<file path="src/rtl/uart_pkg.sv">
// Shared constants and types for the UART receive path.
// Also provides the counter width helper used by bit-period timers.
package uart_pkg;

   localparam int DATA_BITS = 8;
   localparam int IDX_W     = $clog2(DATA_BITS);

   typedef enum logic [2:0] {
      IDLE,
      START,
      DATA,
      STOP,
      WAIT_IDLE
   } rx_state_t;

   function automatic int bit_cnt_w(input int clks_per_bit);
      return (clks_per_bit < 2) ? 1 : $clog2(clks_per_bit);
   endfunction

endpackage

</file>
<file path="src/rtl/sync_2ff.sv">
// Two-flop synchroniser for a single asynchronous input.
// The reset value lets idle-high lines (UART rx) come up idle.
module sync_2ff #(
   parameter logic RESET_VAL = 1'b0
) (
   input  logic clk,
   input  logic reset,
   input  logic d,
   output logic q
);

   logic meta;

   always_ff @(posedge clk or posedge reset) begin
      if (reset) begin
         meta <= RESET_VAL;
         q    <= RESET_VAL;
      end else begin
         meta <= d;
         q    <= meta;
      end
   end

endmodule

</file>
<file path="src/rtl/uart_rx.sv">
// 8N1 UART receiver: oversampled start detection, mid-bit sampling,
// one-entry valid/ready output buffer with framing-error and overrun pulses.
module uart_rx
   import uart_pkg::*;
#(
   parameter int CLKS_PER_BIT = 17
) (
   input  logic                 clk,
   input  logic                 reset,
   input  logic                 rx,
   output logic [DATA_BITS-1:0] data,
   output logic                 valid,
   input  logic                 ready,
   output logic                 frame_error,
   output logic                 overrun
);

   localparam int CNT_W = bit_cnt_w(CLKS_PER_BIT);
   localparam logic [CNT_W-1:0] HALF_LAST = CNT_W'(CLKS_PER_BIT / 2 - 1);
   localparam logic [CNT_W-1:0] BIT_LAST  = CNT_W'(CLKS_PER_BIT - 1);
   localparam logic [IDX_W-1:0] IDX_LAST  = IDX_W'(DATA_BITS - 1);

   rx_state_t            state;
   rx_state_t            next_state;
   logic                 rs;
   logic [CNT_W-1:0]     bit_cnt;
   logic [IDX_W-1:0]     bit_idx;
   logic [DATA_BITS-1:0] shift_reg;

   logic                 cnt_run;
   logic                 tick;
   logic                 shift_en;
   logic                 byte_done;
   logic                 stop_bad;

   sync_2ff #(
      .RESET_VAL(1'b1)
   ) u_sync (
      .clk  (clk),
      .reset(reset),
      .d    (rx),
      .q    (rs)
   );

   always_ff @(posedge clk or posedge reset) begin
      if (reset) begin
         state <= IDLE;
      end else begin
         state <= next_state;
      end
   end

   always_comb begin
      next_state = state;
      case (state)
         IDLE: begin
            if (!rs) begin
               next_state = START;
            end
         end
         START: begin
            if (tick) begin
               next_state = rs ? IDLE : DATA;
            end
         end
         DATA: begin
            if (tick && (bit_idx == IDX_LAST)) begin
               next_state = STOP;
            end
         end
         STOP: begin
            if (tick) begin
               next_state = rs ? IDLE : WAIT_IDLE;
            end
         end
         WAIT_IDLE: begin
            if (rs) begin
               next_state = IDLE;
            end
         end
         default: next_state = IDLE;
      endcase
   end

   // The start phase ends half a bit in, so later samples land mid-bit.
   always_comb begin
      cnt_run   = 1'b0;
      tick      = 1'b0;
      shift_en  = 1'b0;
      byte_done = 1'b0;
      stop_bad  = 1'b0;
      case (state)
         START: begin
            cnt_run = 1'b1;
            tick    = (bit_cnt == HALF_LAST);
         end
         DATA: begin
            cnt_run  = 1'b1;
            tick     = (bit_cnt == BIT_LAST);
            shift_en = tick;
         end
         STOP: begin
            cnt_run   = 1'b1;
            tick      = (bit_cnt == BIT_LAST);
            byte_done = tick && rs;
            stop_bad  = tick && !rs;
         end
         default: ;
      endcase
   end

   always_ff @(posedge clk or posedge reset) begin
      if (reset) begin
         bit_cnt   <= '0;
         bit_idx   <= '0;
         shift_reg <= '0;
      end else begin
         if (!cnt_run || tick) begin
            bit_cnt <= '0;
         end else begin
            bit_cnt <= bit_cnt + 1'b1;
         end
         if (state == START) begin
            bit_idx <= '0;
         end else if (shift_en) begin
            bit_idx <= bit_idx + 1'b1;
         end
         if (shift_en) begin
            shift_reg <= {rs, shift_reg[DATA_BITS-1:1]};
         end
      end
   end

   // A completing byte may replace the buffered one only if it is drained now.
   always_ff @(posedge clk or posedge reset) begin
      if (reset) begin
         data        <= '0;
         valid       <= 1'b0;
         frame_error <= 1'b0;
         overrun     <= 1'b0;
      end else begin
         frame_error <= stop_bad;
         overrun     <= byte_done && valid && !ready;
         if (byte_done && (!valid || ready)) begin
            data  <= shift_reg;
            valid <= 1'b1;
         end else if (valid && ready) begin
            valid <= 1'b0;
         end
      end
   end

endmodule

</file>
<file path="config.mk">
export PLATFORM = sky130hd
export DESIGN_NAME = uart_rx
export DESIGN_NICKNAME = d
export VERILOG_FILES = /design/src/rtl/uart_pkg.sv /design/src/rtl/sync_2ff.sv /design/src/rtl/uart_rx.sv
export SDC_FILE = /design/constraint.sdc
export NUM_CORES = 1
export LEC_CHECK = 0
export CAP_MARGIN = 10
export CORE_MARGIN = 2
export CORE_UTILIZATION = 49
export DETAILED_ROUTE_END_ITERATION = 10
export GPL_TIMING_DRIVEN = 0
export PLACE_DENSITY = 0.77
export SETUP_SLACK_MARGIN = 0.2
export SLEW_MARGIN = 40
export SYNTH_ARGS = -nofsm -noshare
export SYNTH_HDL_FRONTEND = slang
export SYNTH_SLANG_ARGS = --single-unit
</file>
<file path="constraint.sdc">
create_clock -name clk -period 1.7 [get_ports clk]
set_input_delay 0.34 -clock clk [delete_from_list [all_inputs] [get_ports clk]]
set_output_delay 0.34 -clock clk [all_outputs]
set_load 0.01 [all_outputs]
</file>
**Word level (Yosys, flattened, before mapping)**

Cells that the tools add are included.

- Flip-flop bits (word level): 32
- Bits in latches: 0
- Bits in writable memories: 0
- Bits in read-only memories: 0
- Bits of input ports: 4
- Output and inout bits: 11
- Word-level logic and storage cells: 61
- Memories kept: 0

- Add/subtract/negate cells: 2
- $mul: 0
- Divide/modulo/power cells: 0
- Order comparisons: 0
- Equality and inequality tests: 12
- Shift operators: 0
- Mux-type cells: 18
- Bitwise operators: 0
- Reduce and logical (&&, ||, !) cells: 19

Operator list:

| kind | number |
|---|---|
| 3-bit 2-to-1 mux | 8 |
| 3-bit one-hot mux with 5 select lines | 1 |
| 2-bit != test (second input constant) | 4 |
| 1-bit logical AND | 7 |
| 3-bit by 2-bit equality test with 1-bit output (second input constant) | 2 |
| 3-bit equality test (second input constant) | 2 |
| 1-bit 2-to-1 mux | 6 |
| 5-bit by 1-bit adder with 5-bit output (second input constant) | 1 |
| 5-bit by 3-bit equality test with 1-bit output (second input constant) | 1 |
| 5-bit equality test (second input constant) | 1 |
| 5-bit 2-to-1 mux | 1 |
| 5-bit AND reduction | 1 |
| 1-bit zero test | 4 |
| 2-bit nonzero test | 2 |
| 3-bit by 1-bit adder with 3-bit output (second input constant) | 1 |
| 3-bit by 1-bit equality test with 1-bit output (second input constant) | 1 |
| 3-bit zero test | 1 |
| 3-bit OR reduction | 1 |
| 1-bit logical OR | 2 |
| 2-bit 2-to-1 mux | 1 |
| 2-bit by 1-bit != test with 1-bit output (second input constant) | 1 |
| 1-bit one-hot mux with 2 select lines | 1 |
| 2-bit OR reduction | 1 |

**Depth between registers and ports, before layout**

Gate-level depths: netlist of the first run.

- Depth in word-level cells: 6
- Depth in mapped cells: 6

**Cells and area by module**

A second synthesis of the first run with hierarchy kept.

- Cell total of the unflattened synthesis: 114
- Area, all modules: 1428.9 sq um

By module, submodules not included:

| module | times used | cells an instance | area each (sq um) | seq. area each (sq um) |
|---|---|---|---|---|
| uart_rx | 1 | 111 | 1372.6 | 750.7 |
| sync_2ff | 1 | 3 | 56.3 | 52.6 |

**Worst setup path before layout of the first run**

OpenSTA, ideal clock, no wires.

- Kind: flip-flop to flip-flop
- Start point: register bit_cnt[0]
- End point: register shift_reg[0]
- Arrival time: 1.488 ns
- Path slack: 0.087 ns
- Stages on the path, launching flop included: 7
- Path buffers: 1
- Path through: dfrtp_1 > inv_1 > ha_1 > nor4bb_1 > buf_4 > nand3_4 > mux2_4

- Cells in the longest elaborated chain, start to end: 2

RTL lines:

| item | RTL line | text |
|---|---|---|
| start, declared | uart_rx.sv:26 | `logic [CNT_W-1:0] bit_cnt;` |
| start signal, assigned | uart_rx.sv:121 | `bit_cnt <= bit_cnt + 1'b1;` |
| 5-bit equality test | uart_rx.sv:99 | `tick = (bit_cnt == BIT_LAST);` |
| 1-bit 2-to-1 mux | uart_rx.sv:92 | `case (state)` |
| end signal, assigned | uart_rx.sv:129 | `shift_reg <= {rs, shift_reg[DATA_BITS-1:1]};` |
| end, declared | uart_rx.sv:28 | `logic [DATA_BITS-1:0] shift_reg;` |

No other way between the ends.
A chain may end at the register's enable or synchronous reset.

**Worst setup path in the final report of the first run**

- Start point: register bit_cnt[0]
- End point: register data[5]

- Cells in the longest elaborated chain, start to end: 4

RTL lines:

| item | RTL line | text |
|---|---|---|
| 5-bit equality test | uart_rx.sv:104 | `tick = (bit_cnt == BIT_LAST);` |
| 1-bit logical AND | uart_rx.sv:105 | `byte_done = tick && rs;` |
| 1-bit 2-to-1 mux | uart_rx.sv:92 |  |
| 1-bit logical AND | uart_rx.sv:144 | `if (byte_done && (!valid \|\| ready)) begin` |
| end signal, assigned | uart_rx.sv:145 | `data <= shift_reg;` |
| end, declared | uart_rx.sv:11 | `output logic [DATA_BITS-1:0] data,` |

No other way between the ends.

==> flow_metrics.tcl, run 1 <==
set metrics [dict create \
    wl_um 2684 \
    grt_pass1_wl_um 4526 \
    synth_nets 121 \
    ioPinCount 15 \
    final-setup-viol-count 0 \
    vdd_ir_drop_max_v 0.0008812 \
    max_freq_ghz 0.6067 \
    fin_nets 147 \
    syn-cell-area_sq_um 1454 \
    grt_pass1_vias 1002 \
    mostFrequentLayoutCells "dfrtp_1 (30), mux2_4 (16), dlygate4sd2_1 (11)" \
    cts.sinks 32 \
    vias 970 \
    timing.final.ws_setup_ps 51.64 \
    hold_depth 0 \
    rr_endpoint "data[5]$_DFFE_PP0P_" \
    min_from "u_sync.meta$_DFF_PP1_" \
    die_x_um 58.47 \
    mostFrequentLayoutCell "dfrtp_1" \
    grt_max_degree 33 \
    synth-seq-area-share_pct 55.25 \
    worst-r2r-cell-count 6 \
    clk_path_buf_depth 2 \
    ys_seq_elements 32 \
    min_path_type "register to register" \
    slew_violations 0 \
    critPathMaxStageDelay_ps 400 \
    dp_hpwl_um 1719 \
    worstSetupPathType "register to register" \
    p_per_area_nw_per_um2 1067 \
    crit_path_cell_trace "inv_1 > ha_2 > nand4bb_1 > and4bb_1 > buf_6 > mux2_4" \
    die_h_um 58.47 \
    worst_setup_path_start_kind "register" \
    drtIter0Drc 35 \
    dpl_cell_area_sq_um 1633 \
    dieArea_sq_um 3419 \
    max-cap-violations 0 \
    dr.pass1.iters 4 \
    max_slew_margin_pct 57.05 \
    htree_levels 2 \
    period_share_pct 96.96 \
    start_util_pct 52.27 \
    r2r_start "bit_cnt[0]$_DFF_PP0_" \
    area_growth_pct 25.99 \
    stdcell_area_sq_um 1832 \
    pre_cts_ws_ps -56.75 \
    clkLatencyLatePin_ps 340 \
    yosys_warnings 0 \
    period_needed_ps 1648 \
    status "complete, no violations" \
    core_region_area_sq_um 2781 \
    power_w 0.001955 \
    critPathCaptureType "register" \
    tns_ps 0 \
    drive_above_1_share_pct 33.57 \
    yosysUniqueCellTypes 37 \
    critPathSlowestCell "dfrtp_1" \
    skew_ps 10.55 \
    syn_avg_cell_area_sq_um 12.87 \
    rsz0062_at_grt "yes" \
    leakagePower_nw 0.9119 \
    reg2reg_setup_slack_ps 50 \
    gr-usage-all-layers_pct 18.15 \
    cts_root_buf "clkbuf_4" \
    vias_per_cell 5.673 \
    cts_inserted_buffers 5 \
    drc 0 \
    postSynthCellCount 113 \
    fin_hold_ws_ps 363.5 \
    worstMarginPinSlew_ps 643.3 \
    port_buffers 14 \
    worstPathRequired_ps 1920 \
    critPathMaxFanout 8 \
    hold_viol 0 \
    clk_pin_slew_worst_paths_ps 90 \
    routedWlPerCell_um 15.70 \
    gp_congestion 0.7384 \
    n_fill_cell 210 \
    antenna_found_initial 0 \
    overflow 0 \
    worstPathArrival_ps 1870 \
    cts_tree "yes" \
    min_to "u_sync.q$_DFF_PP1_" \
    rows 19 \
    ctsHoldBuffers 0 \
    diodes 0 \
    antenna_left 0 \
]
[how the worst max path moves through the flow]
stage	startpoint	endpoint	slack, ps	depth (start not counted)
after detailed placement	ready	data[5]$_DFFE_PP0P_	-60	5
after CTS	bit_cnt[0]$_DFF_PP0_	data[5]$_DFFE_PP0P_	50	6
after global placement	reset	data[7]$_DFFE_PP0P_	-50	2
final	bit_cnt[0]$_DFF_PP0_	data[5]$_DFFE_PP0P_	50	6
after global routing	bit_cnt[0]$_DFF_PP0_	data[0]$_DFFE_PP0P_	-30	6
after floorplan	bit_cnt[0]$_DFF_PP0_	data[0]$_DFFE_PP0P_	120	6
[layer usage]
layer,up-vias,share of wire (%),global-route usage (%)
met4,0,2.3,9.635
met1,476,46,23.33
met3,8,4.4,5.055
met2,25,47,27.93
li1,461,-,-
met5,-,0,0
[synthesized netlist by cell type]
cell type / count / share of area, %
a21o_1: 1 / 0.52
a21oi_1: 3 / 1.0
a221o_1: 1 / 0.69
a22oi_1: 1 / 0.52
a31oi_1: 1 / 0.43
a32oi_1: 1 / 0.60
and2_1: 1 / 0.43
and3b_1: 1 / 0.60
and4bb_1: 1 / 0.86
buf_1: 1 / 0.26
buf_2: 1 / 0.34
buf_4: 1 / 0.52
buf_6: 1 / 0.77
clkbuf_1: 2 / 0.52
dfrtp_1: 30 / 52
dfstp_2: 2 / 3.6
ha_1: 4 / 3.4
inv_1: 6 / 1.5
mux2_2: 8 / 6.2
mux2_4: 8 / 8.3
nand2_1: 4 / 1.0
nand2b_1: 2 / 0.86
nand3_1: 4 / 1.4
nand3_4: 1 / 1.2
nand4_1: 3 / 1.3
nand4bb_1: 2 / 1.5
nor2_1: 4 / 1.0
nor2b_1: 2 / 0.86
nor3_1: 3 / 1.0
nor3b_1: 3 / 1.5
nor4_1: 2 / 0.86
nor4bb_1: 1 / 0.69
o21ai_0: 1 / 0.34
o311ai_0: 2 / 1.2
or4_1: 1 / 0.52
xnor2_1: 1 / 0.60
xor2_1: 2 / 1.2
[final cells by class]
| class | instances | area [sq um] | area share [%] |
|---|---|---|---|
| Multi-Input combinational cell | 69 | 685.7 | 37.43 |
| Clock buffer | 6 | 41.29 | 2.254 |
| Timing Repair Buffer | 19 | 167.7 | 9.153 |
| Sequential cell | 32 | 803.3 | 43.85 |
| Tap cell | 31 | 38.79 | 2.117 |
| Buffer | 6 | 37.54 | 2.049 |
| Clock inverter | 2 | 35.03 | 1.913 |
| Inverter | 6 | 22.52 | 1.230 |
[critical path, delay by kind of cell, from the launching register on]
kind	cells	cell delay, ps
and+or+nand+nor	2	440
adders and majority gates	1	160
muxes	1	310
buffers and inverters	2	230
DFF	1	400
[report_power, final]
group	internal (W)	total [W]	switching, W	leakage (nW)
Sequential	0.000825	0.000879	0.0000538	0.431
Clock	0.000308	0.000564	0.000256	0.0422
Combinational	0.000225	0.000512	0.000287	0.438
[stage by stage]
stage                     std cells  util [%]
final                           171     65.86
after global routing            171     65.86
after CTS                       170     62.93
after detailed placement        158     58.70
after global placement          158     58.70
after floorplan                 113         -
[cells by family (layout without fill, tap and decap cells)]
family	after synthesis	in the layout	synth area share [%]
simple gates	35	35	15.75
flops	32	32	55.25
mux	16	16	14.46
buf+inv	12	39	3.958
compound gates	11	11	5.336
fa+ha+maj	4	4	3.442
xor+xnor	3	3	1.808
[what timing repair did]
| action | 4_1_cts | 5_1_grt |
|---|---|---|
| setup endpoints to repair | 33 | 28 |
| hold endpoints to repair | 0 | 0 |
| buffers inserted | 4 | 1 |
| pin swaps | 1 | 3 |
| cloned | 0 | 0 |
| resized for setup | 18 | 20 |
Note: power is estimated with default switching activity, not from simulation.
==> inputs of run 2 (changes only) <==
--- a/config.mk
+++ b/config.mk
@@ -7,10 +7,10 @@
 export LEC_CHECK = 0
 export CAP_MARGIN = 10
 export CORE_MARGIN = 2
-export CORE_UTILIZATION = 49
+export CORE_UTILIZATION = 40
 export DETAILED_ROUTE_END_ITERATION = 10
 export GPL_TIMING_DRIVEN = 0
-export PLACE_DENSITY = 0.77
+export PLACE_DENSITY = 0.66
 export SETUP_SLACK_MARGIN = 0.2
 export SLEW_MARGIN = 40
 export SYNTH_ARGS = -nofsm -noshare
==> run 2 against run 1 <==
Worst setup slack better by 14 ps. Flip-flop and latch count unchanged. Fmax up 0.84%. Clock power up 2%. Critical path type unchanged. Global-route usage down 2.5 points. Non-clock buffer count up 4. Clock skew down 4.6 ps. Critical endpoint is now data[3]$_DFFE_PP0P_. Worst hold slack about the same. Power down 0.28%.
==> flow_metrics.tcl, run 2 (synthesis gave the netlist of run 1 again) <==
set metrics [dict create \
    cts_tree "yes" \
    reg2reg_setup_slack_ps 70 \
    die_x_um 64.29 \
    fin_cells 190 \
    skew_ps 5.905 \
    p_per_area_nw_per_um2 1036 \
    max_freq_ghz 0.6118 \
    worstPathRequired_ps 1930 \
    routedWlPerCell_um 15.36 \
    dieArea_sq_um 4133 \
    drive_above_1_share_pct 34.72 \
    period_needed_ps 1635 \
    htree_levels 2 \
    cts_root_buf "clkbuf_4" \
    mostFrequentLayoutCells "dfrtp_1 (30), mux2_4 (16), dlygate4sd2_1 (11)" \
    rsz0062_at_grt "yes" \
    antenna_found_initial 0 \
    core_region_area_sq_um 3416 \
    overflow 0 \
    vias_per_cell 5.147 \
    mostFrequentLayoutCell "dfrtp_1" \
    grt_pass1_wl_um 4823 \
    worstSetupPathType "register to register" \
    critPathCaptureType "register" \
    drtIter0Drc 29 \
    die_h_um 64.29 \
    ioPinCount 15 \
    stdcell_area_sq_um 1882 \
    timing.final.ws_setup_ps 65.37 \
    grt_pass1_vias 1012 \
    min_path_type "register to register" \
    dpl_cell_area_sq_um 1652 \
    leakagePower_nw 0.9316 \
    worstPathArrival_ps 1870 \
    critPathMaxFanout 8 \
    max_slew_margin_pct 56.30 \
    grt_max_degree 33 \
    placedCellCount 173 \
    worst_setup_path_start_kind "register" \
    period_share_pct 96.15 \
    slew_violations 0 \
    dr.pass1.iters 4 \
    gr-usage-all-layers_pct 15.66 \
    hold_viol 0 \
    clkLatencyLatePin_ps 340 \
    postLayoutCoreUtil_pct 55.09 \
    clk_path_buf_depth 2 \
    n_fill_cell 293 \
    vias 978 \
    diodes 0 \
    worstMarginPinSlew_ps 654.5 \
    wl_um 2919 \
    start_util_pct 42.56 \
    antenna_left 0 \
    cts_inserted_buffers 5 \
    rows 21 \
    clk_pin_slew_worst_paths_ps 100 \
    pre_cts_ws_ps -78.95 \
    drc 0 \
    max-cap-violations 0 \
    vdd_ir_drop_max_v 0.0005929 \
    area_growth_pct 29.43 \
    cts.sinks 32 \
    port_buffers 14 \
    dp_hpwl_um 1763 \
    tns_ps 0 \
    fin_nets 151 \
    final-setup-viol-count 0 \
    status "complete, no violations" \
    gp_congestion 0.8369 \
]
## run 2: cell types whose count changed in the layout (fill, tap and decap cells not counted), sizes merged
cell,change
clkbuf,-1
buf,+5
## run 2: worst max-delay path: stages, from the launching register on
cell and delay (ps):
dfrtp_1 390, inv_1 60, ha_2 170, nand4bb_1 120, and4bb_1 300, buf_6 170
mux2_4 310
## run 2: per-layer routing
layer	track usage (%)	up-vias	wire [um]
met3	6.162	5	112
met1	18.09	492	1324
met4	4.787	0	38
li1	-	465	-
met2	26.69	16	1443
met5	0	-	0
## run 2: final cells by class
cell class	instances	area (sq um)	share of cell area, %
clock inverter	2	35.03	1.862
timing repair buffer	23	205.2	10.90
clock buffer	6	41.29	2.194
multi-input combinational	69	681.9	36.24
sequential	32	803.3	42.69
buffer	6	35.03	1.862
tap	46	57.56	3.059
inverter	6	22.52	1.197
## run 2: where the power goes
part | switching [W] | leakage, nW | internal (W)
Clock | 0.000269 | 0.0422 | 0.000308
Combinational | 0.000279 | 0.458 | 0.000213
Sequential | 0.0000553 | 0.431 | 0.000824
Total | 0.000603 | 0.932 | 0.00135
## run 2: worst paths after layout
kind                                       start                    to  cells past startpoint
setup reg to reg            bit_cnt[1]$_DFF_PP0_   data[3]$_DFFE_PP0P_                      6
hold / removal             u_sync.meta$_DFF_PP1_    u_sync.q$_DFF_PP1_                      0
max in group asynchronous                  reset  state[2]$_DFFE_PP0P_                      2
setup / recovery            bit_cnt[1]$_DFF_PP0_   data[3]$_DFFE_PP0P_                      6
min in group asynchronous                  reset   data[3]$_DFFE_PP0P_                      2
hold reg to reg            u_sync.meta$_DFF_PP1_    u_sync.q$_DFF_PP1_                      0
## run 2: repair_timing
action | 4_1_cts | 5_1_grt
gates resized for setup | 19 | 19
setup endpoints to repair | 33 | 30
hold buffers | 0 | 0
setup buffers | 7 | 2
cloned | 0 | 0
pin swaps | 1 | 6
## run 2: metrics by stage
| stage | hold slack, ps | power (W) |
|---|---|---|
| floorplan | 344.5 | 0.001178 |
| CTS | 365.6 | 0.001886 |
| finish | 363.7 | 0.001949 |
| global placement | 347.1 | 0.001240 |
| detailed placement | 350.2 | 0.001266 |
| global route | 366.6 | 0.002062 |
==> inputs of run 3 (changes only) <==
--- a/config.mk
+++ b/config.mk
@@ -10,7 +10,7 @@
 export CORE_UTILIZATION = 40
 export DETAILED_ROUTE_END_ITERATION = 10
 export GPL_TIMING_DRIVEN = 0
-export PLACE_DENSITY = 0.66
+export PLACE_DENSITY = 0.64
 export SETUP_SLACK_MARGIN = 0.2
 export SLEW_MARGIN = 40
 export SYNTH_ARGS = -nofsm -noshare
==> constraint.sdc (replaced) <==
create_clock -name clk -period 1.6 [get_ports clk]
set_input_delay 0.32 -clock clk [delete_from_list [all_inputs] [get_ports clk]]
set_output_delay 0.32 -clock clk [all_outputs]
set_load 0.01 [all_outputs]
==> run 3 against run 2 <==
The flow now finishes with violations (negative setup slack). Critical path depth unchanged. Wire length increased by 2.7%. First-iteration DRC count increased by 17%. Worst hold slack about the same. Clock skew increased by 5.5 ps. Clock-buffer cell count decreased by 1. Via count increased by 2.9%. Worst setup slack got worse by 140 ps. Core utilization increased by 1.5 points. Critical path type unchanged.
==> flow_metrics.tcl, run 3 (synthesis gave the netlist of run 1 again) <==
set metrics [dict create \
    status "complete, but fails checks" \
    violations "negative setup slack" \
    period_needed_ps 1670 \
    overflow 0 \
    worst_setup_path_start_kind "register" \
    start_util_pct 42.56 \
    hold_viol 0 \
    htree_levels 2 \
    vias 1006 \
    drtIter0Drc 34 \
    max_freq_ghz 0.5989 \
    drc 0 \
    gr-usage-all-layers_pct 17.19 \
    max-cap-violations 0 \
    worstMarginPinSlew_ps 640.5 \
    dieArea_sq_um 4133 \
    pre_cts_ws_ps -139.1 \
    worstSetupPathType "register to register" \
    grt_pass1_vias 1073 \
    antenna_found_initial 0 \
    die_x_um 64.29 \
    rsz0062_at_grt "yes" \
    worstPathArrival_ps 1890 \
    clkLatencyLatePin_ps 330 \
    cts_inserted_buffers 5 \
    worstPathRequired_ps 1820 \
    max_slew_margin_pct 57.24 \
    hold_depth 0 \
    diodes 0 \
    core_region_area_sq_um 3416 \
    die_h_um 64.29 \
    ctsHoldBuffers 0 \
    min_path_type "register to register" \
    area_growth_pct 32.87 \
    fin_hold_ws_ps 363.7 \
    clk_path_buf_depth 2 \
    ioPinCount 15 \
    routedWlPerCell_um 15.54 \
    grt_max_degree 33 \
    vdd_ir_drop_max_v 0.0004919 \
    slew_violations 0 \
    grt_pass1_wl_um 5292 \
    period_share_pct 104.4 \
    wl_um 2999 \
    leakagePower_nw 0.9484 \
    cts_root_buf "clkbuf_4" \
    power_w 0.002089 \
    dpl_cell_area_sq_um 1654 \
    postLayoutCoreUtil_pct 56.56 \
    port_buffers 14 \
    rows 21 \
    n_fill_cell 296 \
    skew_ps 11.36 \
    mostFrequentLayoutCells "dfrtp_1 (30), mux2_4 (16), dlygate4sd2_1 (11)" \
    timing.final.ws_setup_ps -69.69 \
    clk_pin_slew_worst_paths_ps 100 \
    critPathMaxFanout 8 \
    antenna_left 0 \
    stdcell_area_sq_um 1932 \
    drive_above_1_share_pct 38.10 \
    mostFrequentLayoutCell "dfrtp_1" \
    cts_tree "yes" \
    p_per_area_nw_per_um2 1081 \
    cts.sinks 32 \
    worst-r2r-cell-count 6 \
    dr.pass1.iters 4 \
    fin_nets 154 \
    dp_hpwl_um 1693 \
    gp_congestion 0.7997 \
    final-setup-viol-count 20 \
    critPathCaptureType "register" \
    vias_per_cell 5.212 \
]
[run 3: path summary, 6_finish.rpt]
check	startpoint	slack (ps)	end
setup / recovery	bit_cnt[0]$_DFF_PP0_	-70	data[7]$_DFFE_PP0P_
hold / removal	u_sync.meta$_DFF_PP1_	360	u_sync.q$_DFF_PP1_
setup reg to reg	bit_cnt[0]$_DFF_PP0_	-70	data[7]$_DFFE_PP0P_
hold reg to reg	u_sync.meta$_DFF_PP1_	360	u_sync.q$_DFF_PP1_
max in group asynchronous	reset	790	shift_reg[0]$_DFFE_PP0P_
min in group asynchronous	reset	390	data[2]$_DFFE_PP0P_
[run 3: layout make-up]
class,count,area (sq um),share of cell area [%]
Timing Repair Buffer,26,239.0,12.37
Sequential cell,32,803.3,41.58
Clock inverter,3,42.54,2.202
Multi-Input combinational cell,69,693.2,35.88
Tap cell,46,57.56,2.979
Clock buffer,5,37.54,1.943
Inverter,6,22.52,1.166
Buffer,6,36.28,1.878
[run 3: critical path, stage by stage (launching register included)]
cell,delay [ps]
dfrtp_1,390
inv_1,60
ha_2,170
nand4bb_1,160
and4bb_1,300
buf_6,170
mux2_4,310
[run 3: per-stage QoR]
| step | TNS [ps] | instances |
|---|---|---|
| floorplan | 0 | 113 |
| global placement | -6385 | 173 |
| detailed placement | -1779 | 173 |
| CTS | -439.5 | 190 |
| global route | -2546 | 193 |
| finish | -979.5 | 193 |
[run 3: where the power goes]
group / leakage, nW / internal [W] / switching, W / total, W
combinational: 0.476 / 0.000234 / 0.000316 / 0.000551
clock: 0.0412 / 0.000326 / 0.000279 / 0.000605
sequential: 0.431 / 0.000876 / 0.0000575 / 0.000934
[run 3: layer usage]
| metal | routed length, um | vias up | GRT usage (%) |
|---|---|---|---|
| met2 | 1567 | 25 | 27.34 |
| met5 | 0 | - | 0 |
| met4 | 23 | 0 | 9.043 |
| li1 | - | 471 | - |
| met1 | 1306 | 506 | 21.93 |
| met3 | 100 | 4 | 3.697 |
[run 3: repair_timing]
item / CTS / global route
pin swaps: 17 / 3
resized for setup: 39 / 1
endpoints found under the setup margin: 37 / 30
buffers inserted: 9 / 3
